==> config.mk <==
export PLATFORM = sky130hd
export DESIGN_NAME = npu_spi_master
export DESIGN_NICKNAME = d
export VERILOG_FILES = /design/src/rtl/npu_spi_pkg.sv /design/src/rtl/npu_spi_phase_timer.sv /design/src/rtl/npu_spi_master.sv
export SDC_FILE = /design/constraint.sdc
export NUM_CORES = 1
export LEC_CHECK = 0
export ABC_CLOCK_PERIOD_IN_PS = 2800
export CORE_MARGIN = 2
export CORE_UTILIZATION = 40
export DETAILED_ROUTE_END_ITERATION = 10
export MAX_ROUTING_LAYER = met4
export PLACE_DENSITY_LB_ADDON = 0.2
export SLEW_MARGIN = 20
export SYNTH_ARGS = -nofsm -noshare
export SYNTH_HDL_FRONTEND = slang
export SYNTH_SLANG_ARGS = --single-unit
export TNS_END_PERCENT = 1
==> constraint.sdc <==
create_clock -name clk -period 2.8 [get_ports clk]
set_clock_uncertainty 0.1 [all_clocks]
set_input_delay 0.28 -clock clk [delete_from_list [all_inputs] [get_ports clk]]
set_output_delay 0.28 -clock clk [all_outputs]
set_load 0.03 [all_outputs]
==> src/rtl/npu_spi_pkg.sv <==
// Shared definitions for the NPU SPI command-link master.
// Frame layout, FSM state encoding and the frame packing helper.
package npu_spi_pkg;

  localparam int FRAME_BITS   = 24;
  localparam int RX_FIRST_BIT = 8;
  localparam int RX_LAST_BIT  = 15;

  localparam int CMD_LSB  = 16;
  localparam int TI_LSB   = 13;
  localparam int TJ_LSB   = 10;
  localparam int OP_LSB   = 8;
  localparam int DATA_LSB = 0;

  typedef enum logic [2:0] {
    S_IDLE,
    S_SETUP,
    S_HI,
    S_LO,
    S_GAP
  } spi_mst_state_e;

  // op_code[0] is recovered by the slave from data[7]
  function automatic logic [FRAME_BITS-1:0] pack_frame(
    input logic [7:0] cmd,
    input logic [2:0] tile_i,
    input logic [2:0] tile_j,
    input logic [2:0] op_code,
    input logic [7:0] data
  );
    logic [FRAME_BITS-1:0] f;
    logic                  unused_op0;
    unused_op0 = op_code[0];
    f = '0;
    f[CMD_LSB  +: 8] = cmd;
    f[TI_LSB   +: 3] = tile_i;
    f[TJ_LSB   +: 3] = tile_j;
    f[OP_LSB   +: 2] = op_code[2:1];
    f[DATA_LSB +: 8] = data;
    return f;
  endfunction

endpackage

==> src/rtl/npu_spi_phase_timer.sv <==
// Loadable down-counter; tick_o is high while the count is zero.
// A phase loaded with N lasts N+1 cycles.
module npu_spi_phase_timer #(
  parameter int W = 2
) (
  input  logic         clk_i,
  input  logic         rst_i,
  input  logic         load_i,
  input  logic [W-1:0] load_val_i,
  output logic         tick_o
);

  logic [W-1:0] cnt_q;

  always_ff @(posedge clk_i or posedge rst_i) begin
    if (rst_i) begin
      cnt_q <= '0;
    end else if (load_i) begin
      cnt_q <= load_val_i;
    end else if (cnt_q != '0) begin
      cnt_q <= cnt_q - 1'b1;
    end
  end

  assign tick_o = (cnt_q == '0);

endmodule

==> src/rtl/npu_spi_master.sv <==
// SPI mode-0 master sending one 24-bit NPU command frame, MSB first.
// Define NPU_SPI_ABORT_EN to add the abort/aborted frame-cancel ports.
module npu_spi_master
  import npu_spi_pkg::*;
#(
  parameter int CLK_DIV = 2
) (
  input  logic       clk,
  input  logic       rst,
  input  logic       start,
  input  logic [7:0] cmd,
  input  logic [2:0] tile_i,
  input  logic [2:0] tile_j,
  input  logic [2:0] op_code,
  input  logic [7:0] data,
  output logic       ready,
  output logic       done,
  output logic [7:0] rx_data,
  output logic       sclk,
  output logic       mosi,
  output logic       cs_n,
`ifdef NPU_SPI_ABORT_EN
  input  logic       abort,
  output logic       aborted,
`endif
  input  logic       miso
);

  localparam int CW = $clog2(CLK_DIV + 1);
  localparam logic [4:0] LAST = 5'(FRAME_BITS - 1);

  if (CLK_DIV < 1) begin : g_bad_div
    $error("CLK_DIV must be >= 1");
  end

  spi_mst_state_e state_q, state_d;
  logic [FRAME_BITS-1:0] tx_q;
  logic [4:0]  bit_q, bit_d;
  logic        mosi_q;
  logic [7:0]  rx_q;
  logic        done_q;
  logic        load;
  logic [CW-1:0] load_val;
  logic        tick;
  logic        accept;
  logic        abort_hit;
  logic        rx_hit;
  logic [2:0]  rx_idx;
  logic [FRAME_BITS-1:0] frame;

  assign frame  = pack_frame(cmd, tile_i, tile_j, op_code, data);
  assign accept = (state_q == S_IDLE) && start;

`ifdef NPU_SPI_ABORT_EN
  logic ab_q;
  assign abort_hit = abort &&
    (state_q inside {S_SETUP, S_HI, S_LO});
  assign aborted = ab_q;
`else
  assign abort_hit = 1'b0;
`endif

  npu_spi_phase_timer #(.W(CW)) u_timer (
    .clk_i      (clk),
    .rst_i      (rst),
    .load_i     (load),
    .load_val_i (load_val),
    .tick_o     (tick)
  );

  always_comb begin
    state_d  = state_q;
    bit_d    = bit_q;
    load     = 1'b0;
    load_val = CW'(CLK_DIV - 1);
    unique case (state_q)
      S_IDLE: if (start) begin
        state_d = S_SETUP;
        load    = 1'b1;
        bit_d   = '0;
      end
      S_SETUP: if (tick) begin
        state_d = S_HI;
        load    = 1'b1;
      end
      S_HI: if (tick) begin
        state_d = S_LO;
        load    = 1'b1;
      end
      S_LO: if (tick) begin
        load = 1'b1;
        if (bit_q == LAST) begin
          state_d  = S_GAP;
          load_val = CW'(CLK_DIV);
        end else begin
          state_d = S_HI;
          bit_d   = bit_q + 5'd1;
        end
      end
      S_GAP: if (tick) state_d = S_IDLE;
      default: state_d = S_IDLE;
    endcase
    // GAP is one cycle longer so done lands after cs_n has been high CLK_DIV cycles
    if (abort_hit) begin
      state_d  = S_GAP;
      load     = 1'b1;
      load_val = CW'(CLK_DIV);
    end
  end

  assign rx_hit = (state_d == S_HI) && (state_q != S_HI) &&
    (bit_d >= 5'(RX_FIRST_BIT)) && (bit_d <= 5'(RX_LAST_BIT));
  assign rx_idx = 3'(5'(RX_LAST_BIT) - bit_d);

  always_ff @(posedge clk or posedge rst) begin
    if (rst) begin
      state_q <= S_IDLE;
      tx_q    <= '0;
      bit_q   <= '0;
      mosi_q  <= 1'b0;
      rx_q    <= '0;
      done_q  <= 1'b0;
`ifdef NPU_SPI_ABORT_EN
      ab_q    <= 1'b0;
`endif
    end else begin
      state_q <= state_d;
      bit_q   <= bit_d;
      done_q  <= (state_q == S_GAP) && (state_d == S_IDLE);
      if (accept) begin
        tx_q   <= frame;
        mosi_q <= frame[FRAME_BITS-1];
        rx_q   <= '0;
`ifdef NPU_SPI_ABORT_EN
        ab_q   <= 1'b0;
`endif
      end
      if (rx_hit) rx_q[rx_idx] <= miso;
      if (state_q == S_HI && state_d == S_LO && bit_q != LAST) begin
        mosi_q <= tx_q[FRAME_BITS-2];
        tx_q   <= {tx_q[FRAME_BITS-2:0], 1'b0};
      end
      if (state_d == S_GAP) mosi_q <= 1'b0;
`ifdef NPU_SPI_ABORT_EN
      if (abort_hit) ab_q <= 1'b1;
`endif
    end
  end

  assign ready   = (state_q == S_IDLE);
  assign cs_n    = (state_q == S_IDLE) || (state_q == S_GAP);
  assign sclk    = (state_q == S_HI);
  assign mosi    = mosi_q;
  assign done    = done_q;
  assign rx_data = rx_q;

endmodule
==> impl_metrics.toml <==
[synth]
synth_top_area_share_pct = 47.4
synth_common_cells = "43 x dfrtp_1, 22 x a21o_1, 22 x a22o_1"
synth-edff-count = 0
synth_nets = 237
syn_area_mm2 = 0.00227
synth-seq-cells = 43
synthTopCellsByArea = "dfrtp_1 47%, a22o_1 8.5%, a21o_1 7.3%"
synthMostInstantiatedCell = "dfrtp_1"
synthFlopType = "dfrtp_1"
ys_seq_area_share_pct = 47.4
postSynthCellCount = 206
syn_avg_cell_area_um2 = 11.0
yosys.area.top_type = "dfrtp_1"
yosys_warnings = 0
async_reset_ff_share_pct = 100
yosysUniqueCellTypes = 44

[drt]
firstDrtPassIters = 4
routed_via_density = 5.52
wirelength_mm = 4.66
ant_nets = 0
first_iter_violations = 111
wl_per_cell_um = 14.6
drc = 0
num_vias = 1762

[power_and_ir_drop]
p_int_uw = 1730
max-vdd-ir-drop_v = 0.000447
clockPowerShare_pct = 17.1
p_per_area_mw_per_mm2 = 1030
p_switching_uw = 1190
p_seq_share_pct = 35.7
comb_power_share_pct = 47.2
p_leak_uw = 0.00143
swShare_pct = 40.7

[timing]
fmax_mhz = 387
tns_ns = 0
slew_violations = 0
slew_headroom_pct = 63.5
hold_viol_final = 0
setup_viol = 0
worstMarginPinSlew_ns = 0.547
finalCritPeriodShare_pct = 92.2
layout_min_cycle_time_ns = 2.58
fin_ws_ns = 0.219
rsz0062_at_grt = "false"

[floorplanning]
core_area_mm2 = 0.00551
start_util_pct = 41.2
io-pin-count = 42
die_area_mm2 = 0.00630
die_h_um = 79.3
rows = 27
dieWidth_um = 79.3

[setup_path]
reg2reg_depth = 6
required_ns = 2.87
critPathLaunchType = "flop"
arrival_ns = 2.65
cp-end-kind = "flop"
timing.rr.end = "rx_data[2]$_DFF_PP0_"
path_max_fanout = 7
crit_end = "rx_data[2]$_DFF_PP0_"
crit_start = "bit_q[1]$_DFF_PP0_"
rr_startpoint = "bit_q[1]$_DFF_PP0_"
crit_type = "flop to flop"
reg2reg_setup_slack_ns = 0.22

[clock_tree]
cts_tree = "yes"
cts_sinks = 43
h-tree-depth = 2
path_clk_slew_ns = 0.08
clock_path_buffers = 2
cts_buffers = 5
hold_buffers = 0
cts_resized = 0
post_cts_buffers = 0
clockRootBuffer = "clkbuf_8"
clock_latency_ns = 0.29

[cells_and_area]
final_nets = 277
num_antenna_cells = 0
drive_gt1_share_pct = 12.6
n_fill_cell = 521
area_growth_pct = 25.2

[global_routing]
grt_pass1_vias = 1760
grt_pass1_wl_mm = 8.25
grt_max_degree = 44
antenna_found_initial = 0
grt_overflow_total = 0
grt_usage_pct = 16.9

[placed_design]
dp_slack_ns = 0.231
gp_congestion = 0.794
hpwlAfterDp_mm = 3.20
port_buffers = 40

[run]
drv_cap = 0

[status]
status = "complete, no violations"

[worst_hold_path]
hold_class = "input pin to asynchronous set/reset pin"
[through the flow]
step           util, %  power, uW  area, um2  hold WS [ns]  instances
3_5_place_dp      49.5       2440       2730         0.366        311
6_report          51.6       2920       2840         0.332        319
5_1_grt           51.6       3170       2840         0.384        319
3_3_place_gp      49.5       2420       2730         0.359        311
4_1_cts           51.6       2950       2840         0.353        319
2_1_floorplan        -       2070       2270         0.311        206
[logic make-up after synthesis]
family	count (synthesis)	share of synthesized area [%]
AOI/OAI and AO/OA	73	26.2
and+or+nand+nor	53	14.9
DFF	43	47.4
buffers and inverters	26	6.39
muxes	9	4.02
adders and majority gates	2	1.10
[final cells by class]
type | count | area [um2] | area share (%)
inverters | 9 | 33.8 | 1.19
well taps | 72 | 90.1 | 3.17
repair buffers | 50 | 475 | 16.7
multi-input cells | 137 | 1050 | 36.9
clock buffers | 6 | 82.6 | 2.90
flip-flops and latches | 43 | 1080 | 37.9
clock inverters | 2 | 35.0 | 1.23
[critical path: stages, from the launching register on]
cell and delay [ns]:
dfrtp_1 0.50, ha_1 0.33, and4b_1 0.37, nor2_1 0.10, a211o_1 0.37, or4_4 0.56
mux2i_1 0.13
[cells in the final DEF, fill, tap and decap left out, types with 2 or more instances in the layout]
| cell | count |
|---|---|
| nand4_1 | 4 |
| nor4_1 | 2 |
| nor2_1 | 5 |
| nor3_1 | 5 |
| buf_4 | 10 |
| o21ai_0 | 5 |
| o311ai_0 | 2 |
| ha_1 | 2 |
| clkdlybuf4s50_1 | 40 |
| a22o_1 | 22 |
| nand3_1 | 8 |
| or4_4 | 2 |
| a21o_1 | 22 |
| dfrtp_1 | 43 |
| and4b_1 | 2 |
| nand2_1 | 15 |
| a22oi_1 | 3 |
| a21oi_1 | 5 |
| and3_1 | 2 |
| mux2i_1 | 8 |
| o211ai_1 | 5 |
| clkbuf_8 | 6 |
| inv_1 | 9 |
[metal layers]
metal | vias to the layer above | GRT usage, % | routed length (um)
li1 | 854 | - | -
met1 | 850 | 22.6 | 2150
met3 | 11 | 3.18 | 213
met5 | - | - | 0
met2 | 47 | 25.8 | 2190
met4 | 0 | 6.38 | 106
[how the worst min path moves through the flow]
stage / startpoint / slack, ns / cells past startpoint / to
final: rst / 0.33 / 3 / rx_data[5]$_DFF_PP0_
after global routing: rst / 0.38 / 3 / bit_q[1]$_DFF_PP0_
after CTS: rst / 0.35 / 3 / tx_q[5]$_DFFE_PP0P_
after detailed placement: tx_q[21]$_DFFE_PP0P_ / 0.37 / 1 / tx_q[21]$_DFFE_PP0P_
after global placement: tx_q[10]$_DFFE_PP0P_ / 0.36 / 1 / tx_q[10]$_DFFE_PP0P_
after floorplan: data[0] / 0.31 / 2 / tx_q[0]$_DFFE_PP0P_
[sequential cells by signal, summed over array words and instances (netlist names)]
name           flops
tx_q              23
rx_data            8
bit_q              5
state_q            3
u_timer.cnt_q      2
done               1
mosi               1
[power groups by stage]
stage / logic, uW / registers (uW) / clock network (uW)
6_report: 1380 / 1040 / 499
5_1_grt: 1540 / 1080 / 542
4_1_cts: 1390 / 1040 / 521
3_5_place_dp: 1380 / 1050 / 0
3_3_place_gp: 1370 / 1050 / 0
2_1_floorplan: 991 / 1080 / 0
Power figures use the tool's default switching activity.
